--- src/rtl/mdc_stream_pack_fifo.sv ---
// Packs PACK input words into one strobed output beat and buffers beats in a DEPTH-entry FIFO.
// Optional statistics counters are enabled with MDC_STREAM_PACK_FIFO_STATS_EN.
module mdc_stream_pack_fifo #(
  parameter int unsigned DATA_W = 32,
  parameter int unsigned PACK   = 1,
  parameter int unsigned DEPTH  = 4
) (
  input  logic                       clk_i,
  input  logic                       rst_i,
  input  logic [DATA_W-1:0]          in_data_i,
  input  logic                       in_valid_i,
  output logic                       in_ready_o,
  input  logic                       flush_i,
  output logic [DATA_W*PACK-1:0]     out_data_o,
  output logic [DATA_W*PACK/8-1:0]   out_strb_o,
  output logic                       out_valid_o,
  input  logic                       out_ready_i,
  output logic [$clog2(DEPTH):0]     occupancy_o
`ifdef MDC_STREAM_PACK_FIFO_STATS_EN
  ,
  output logic [31:0]                stat_in_words_o,
  output logic [31:0]                stat_out_beats_o
`endif
);

  localparam int unsigned BeatW     = DATA_W * PACK;
  localparam int unsigned StrbW     = BeatW / 8;
  localparam int unsigned LaneStrbW = DATA_W / 8;
  localparam int unsigned LaneW     = (PACK > 1) ? $clog2(PACK) : 1;
  localparam int unsigned PtrW      = $clog2(DEPTH);
  localparam int unsigned CntW      = PtrW + 1;
  localparam logic [LaneW-1:0] LastLane = LaneW'(PACK - 1);
  localparam logic [CntW-1:0]  FullCnt  = CntW'(DEPTH);

  logic [BeatW-1:0] mem_q      [DEPTH];
  logic [StrbW-1:0] mem_strb_q [DEPTH];

  logic [CntW-1:0]  count_q;
  logic [PtrW-1:0]  rd_ptr_q, wr_ptr_q;
  logic [LaneW-1:0] lane_q;
  logic [BeatW-1:0] acc_q;
  logic [StrbW-1:0] strb_acc_q;
  logic             flush_pend_q, flush_pend_d;

  logic [BeatW-1:0] acc_word, push_data;
  logic [StrbW-1:0] strb_word, push_strb;
  logic full, accept, complete, flush_close, push, pop;

  // Accumulator with the incoming word merged into the current lane.
  always_comb begin
    acc_word  = acc_q;
    strb_word = strb_acc_q;
    for (int k = 0; k < PACK; k++) begin
      if (lane_q == LaneW'(k)) begin
        acc_word[k*DATA_W +: DATA_W]         = in_data_i;
        strb_word[k*LaneStrbW +: LaneStrbW]  = '1;
      end
    end
  end

  always_comb begin
    full        = (count_q == FullCnt);
    in_ready_o  = !flush_pend_q && ((lane_q != LastLane) || !full);
    accept      = in_valid_i && in_ready_o;
    complete    = accept && (lane_q == LastLane);
    // A flush only closes something if a partial beat exists after this cycle's accept.
    flush_close = flush_i && !flush_pend_q && !complete && ((lane_q != '0) || accept);
    push        = complete || ((flush_close || flush_pend_q) && !full);
    push_data   = accept ? acc_word : acc_q;
    push_strb   = accept ? strb_word : strb_acc_q;
    pop         = (count_q != '0) && out_ready_i;

    flush_pend_d = flush_pend_q;
    if (flush_close && full) begin
      flush_pend_d = 1'b1;
    end else if (flush_pend_q && !full) begin
      flush_pend_d = 1'b0;
    end
  end

  always_ff @(posedge clk_i) begin
    if (rst_i) begin
      count_q      <= '0;
      rd_ptr_q     <= '0;
      wr_ptr_q     <= '0;
      lane_q       <= '0;
      acc_q        <= '0;
      strb_acc_q   <= '0;
      flush_pend_q <= 1'b0;
    end else begin
      count_q      <= count_q + CntW'(push) - CntW'(pop);
      flush_pend_q <= flush_pend_d;
      if (push) wr_ptr_q <= wr_ptr_q + PtrW'(1);
      if (pop)  rd_ptr_q <= rd_ptr_q + PtrW'(1);
      if (push) begin
        acc_q      <= '0;
        strb_acc_q <= '0;
        lane_q     <= '0;
      end else if (accept) begin
        acc_q      <= acc_word;
        strb_acc_q <= strb_word;
        lane_q     <= lane_q + LaneW'(1);
      end
    end
  end

  // Storage is not reset; outputs are gated by count so stale entries never show.
  always_ff @(posedge clk_i) begin
    if (push) begin
      mem_q[wr_ptr_q]      <= push_data;
      mem_strb_q[wr_ptr_q] <= push_strb;
    end
  end

  always_comb begin
    out_valid_o = (count_q != '0);
    out_data_o  = out_valid_o ? mem_q[rd_ptr_q] : '0;
    out_strb_o  = out_valid_o ? mem_strb_q[rd_ptr_q] : '0;
    occupancy_o = count_q;
  end

`ifdef MDC_STREAM_PACK_FIFO_STATS_EN
  logic [31:0] stat_in_q, stat_out_q;

  always_ff @(posedge clk_i) begin
    if (rst_i) begin
      stat_in_q  <= '0;
      stat_out_q <= '0;
    end else begin
      if (accept) stat_in_q  <= stat_in_q + 32'd1;
      if (pop)    stat_out_q <= stat_out_q + 32'd1;
    end
  end

  assign stat_in_words_o  = stat_in_q;
  assign stat_out_beats_o = stat_out_q;
`endif

endmodule

--- config.mk ---
export PLATFORM = sky130hd
export DESIGN_NAME = mdc_stream_pack_fifo
export DESIGN_NICKNAME = d
export VERILOG_FILES = /design/src/rtl/mdc_stream_pack_fifo.sv
export SDC_FILE = /design/constraint.sdc
export NUM_CORES = 1
export LEC_CHECK = 0
export CAP_MARGIN = 10
export CORE_ASPECT_RATIO = 1.5
export CORE_MARGIN = 2
export CORE_UTILIZATION = 56
export CTS_CLUSTER_DIAMETER = 150
export DETAILED_ROUTE_END_ITERATION = 10
export GPL_TIMING_DRIVEN = 0
export PLACE_DENSITY = 0.83
export SLEW_MARGIN = 25
export SYNTH_ARGS = -nofsm -noshare
export SYNTH_HDL_FRONTEND = slang
export SYNTH_SLANG_ARGS = --single-unit
--- constraint.sdc ---
create_clock -name clk_i -period 3.4 [get_ports clk_i]
set_input_delay 0.68 -clock clk_i [delete_from_list [all_inputs] [get_ports clk_i]]
set_output_delay 0.68 -clock clk_i [all_outputs]
set_load 0.01 [all_outputs]
==> flow_metrics.tcl <==
set metrics [dict create \
    cp-start-kind "register" \
    start_util 0.568 \
    ctsHoldBuffers 0 \
    cts.clk_slew.worst_paths_ns 0.07 \
    yosysTopAreaCell "edfxtp_1" \
    p_leak_nw 3.25 \
    maxCapViolations 0 \
    yosysWarnings 0 \
    synthArstFlopShare 0 \
    drive_gt1_frac 0.239 \
    overflow 0 \
    p_per_area_nw_per_um2 797 \
    period_share 0.963 \
    ys_seq_area_frac 0.695 \
    nFillCells 807 \
    slew_violations 0 \
    antenna_left 0 \
    synth_top_area_frac 0.571 \
    tightest_slew_ns 0.694 \
    clk_path_buf_depth 2 \
    core_um2 13300 \
    rsz0062_at_grt "no" \
    synth_most_common_cell "edfxtp_1" \
    p_seq_frac 0.400 \
    ys_top_cells_by_count "edfxtp_1 (144), dfxtp_1 (47), nor3b_1 (37)" \
    wl_um 13600 \
    via_count 3827 \
    antenna_found_initial 0 \
    io_pins 78 \
    hpwl_um 9310 \
    swShare 0.280 \
    critical_path_required_ns 2.72 \
    finalCriticalPeriod_ns 3.27 \
    cts_resized 1 \
    synth.distinct_cells 32 \
    place_area_um2 8670 \
    n_antenna_cell 0 \
    max_freq_mhz 305 \
    netlist_area_um2 7570 \
    synth_area_leaders "edfxtp_1 (57%), dfxtp_1 (12%), mux4_2 (11%)" \
    ys_ff_latch 191 \
    cp_slowest_cell "buf_1" \
    die_w_um 98.9 \
    critical-path-max-stage-delay_ns 0.57 \
    p_int_mw 5.32 \
    dieArea_um2 14500 \
    synth_flop_cell "edfxtp_1" \
    track_usage 0.203 \
    routed_via_density 5.60 \
    p_sw_mw 2.07 \
    hold_violations 0 \
    routed.top_layer "met4" \
    met3WireLength_um 644 \
    syn_to_final_growth_pct 22.4 \
    rows 52 \
    port_buffers 77 \
    postSynthCellCount 409 \
    routedWlPerCell_um 19.9 \
    ff_latch_area_um2 5270 \
    clock_skew_ns 0.0112 \
    dr.pass1.iters 4 \
    critPathMaxFanout 10 \
    wirelength_met1_um 5280 \
    grt_pass1_wl_um 21900 \
    path_cells "clkbuf_2 -> buf_1 -> mux4_2 -> nor2b_1 -> clkdlybuf4s50_1" \
    syn-num-nets 453 \
    met2_length_um 7500 \
    htreeDepth 4 \
    slew_headroom 0.537 \
    setup_viol 0 \
    end_kind "output pin" \
    drtIter0Drc 217 \
    worst_skew_pair.late_latency_ns 0.43 \
    cp_data_arrival_time_ns 2.59 \
    cts_tree "yes" \
    pwr-share-clk 0.265 \
    grt_pass1_vias 4131 \
    clock_sinks 191 \
    vdd_drop_max_v 0.000527 \
    grt_max_degree 20 \
    hold_class "reg2reg" \
    drc 0 \
    status "finished, final reports clean" \
    fin_area_um2 9270 \
    die_h_um 146 \
    synth_edf_count 144 \
    crit_type "reg2out" \
    post_cts_buffers 0 \
    combinationalPowerShare 0.335 \
    gp_congestion 0.730 \
    root_buffer "clkbuf_16" \
    total_power_mw 7.39 \
    nNetsFinal 553 \
    cts_buffers 17 \
    synth_area_per_cell_um2 18.5 \
    multiInputGateArea_um2 2160 \
]
==> metrics by stage <==
| step | setup TNS (ns) | setup WS [ns] | std cells | util | hold WS (ns) |
|---|---|---|---|---|---|
| 6_report | 0 | 0.125 | 684 | 0.695 | 0.472 |
| 5_1_grt | 0 | 0.0192 | 684 | 0.695 | 0.482 |
| 4_1_cts | 0 | 0.0772 | 684 | 0.695 | 0.475 |
| 3_5_place_dp | -0.0473 | -0.0473 | 652 | 0.650 | 0.466 |
| 3_3_place_gp | -90.00 | -0.632 | 648 | 0.641 | 0.457 |
| 2_1_floorplan | 0 | 0.645 | 409 | - | 0.452 |
==> path summary, 6_finish.rpt <==
kind | slack [ns] | from | depth (start not counted) | end
hold / removal | 0.47 | acc_q[25]$_SDFF_PP0_ | 1 | acc_q[25]$_SDFF_PP0_
setup reg to reg | 0.74 | flush_pend_q$_SDFFE_PP0P_ | 11 | occupancy_o[2]$_SDFF_PP0_
setup / recovery | 0.13 | register | 5 | out_strb_o[0]
hold reg to reg | 0.47 | acc_q[25]$_SDFF_PP0_ | 1 | acc_q[25]$_SDFF_PP0_
==> cell families after synthesis <==
group | count (synthesis) | synth area share
adders and majority gates | 7 | 0.0126
and+or+nand+nor | 102 | 0.0920
muxes | 70 | 0.170
AOI/OAI and AO/OA | 5 | 0.00463
DFF | 191 | 0.695
buffers and inverters | 31 | 0.0216
xor gates and xnor gates | 3 | 0.00347
==> power groups by stage <==
stage / sequential, mW / combinational [mW] / clock (mW)
after floorplan: 2.98 / 1.44 / 0
after global placement: 2.98 / 2.39 / 0
after detailed placement: 3.00 / 2.51 / 0
after CTS: 2.96 / 2.53 / 1.98
after global routing: 2.98 / 2.67 / 2.08
final: 2.96 / 2.47 / 1.96
==> critical path: cells and delay by family (launching register included) <==
| family | cells | cell delay, ns |
|---|---|---|
| buffers and inverters | 3 | 1.29 |
| multiplexers | 1 | 0.42 |
| flip-flops | 1 | 0.31 |
| AND/OR/NAND/NOR | 1 | 0.15 |
==> per-layer routing <==
layer,vias to the layer above,track usage
met2,125,0.360
met5,-,0
met4,0,0.0671
met1,1923,0.245
li1,1763,-
met3,16,0.0445
==> placed cells by master (no fill, tap or decap), drive strengths merged <==
master,n
a21oi,2
and2,5
and2b,14
and4b,1
buf,19
bufinv,1
clkbuf,31
clkdlybuf4s50,77
clkinv,5
dfxtp,47
edfxtp,144
fa,1
ha,6
inv,11
mux2,33
mux2i,1
mux4,36
nand2b,8
nor2,9
nor2b,23
nor3,3
nor3b,37
o21ai,1
o311ai,1
o31ai,1
or3b,2
xor2,3
==> area by class of cell <==
| cell class | count | share of cell area |
|---|---|---|
| clock inverters | 10 | 0.0105 |
| well taps | 162 | 0.0219 |
| plain buffers | 24 | 0.0149 |
| multi-input cells | 187 | 0.233 |
| repair buffers | 81 | 0.0951 |
| inverters | 7 | 0.00284 |
| flip-flops and latches | 191 | 0.568 |
| clock buffers | 22 | 0.0536 |
==> registers in the layout (all words and copies together) (netlist names), named ones only <==
signal,count
acc_q,32
flush_pend_q,1
lane_q,1
mem_q,128
mem_strb_q,16
occupancy_o,3
rd_ptr_q,2
strb_acc_q,4
wr_ptr_q,2
(Power assumes the default switching activity.)
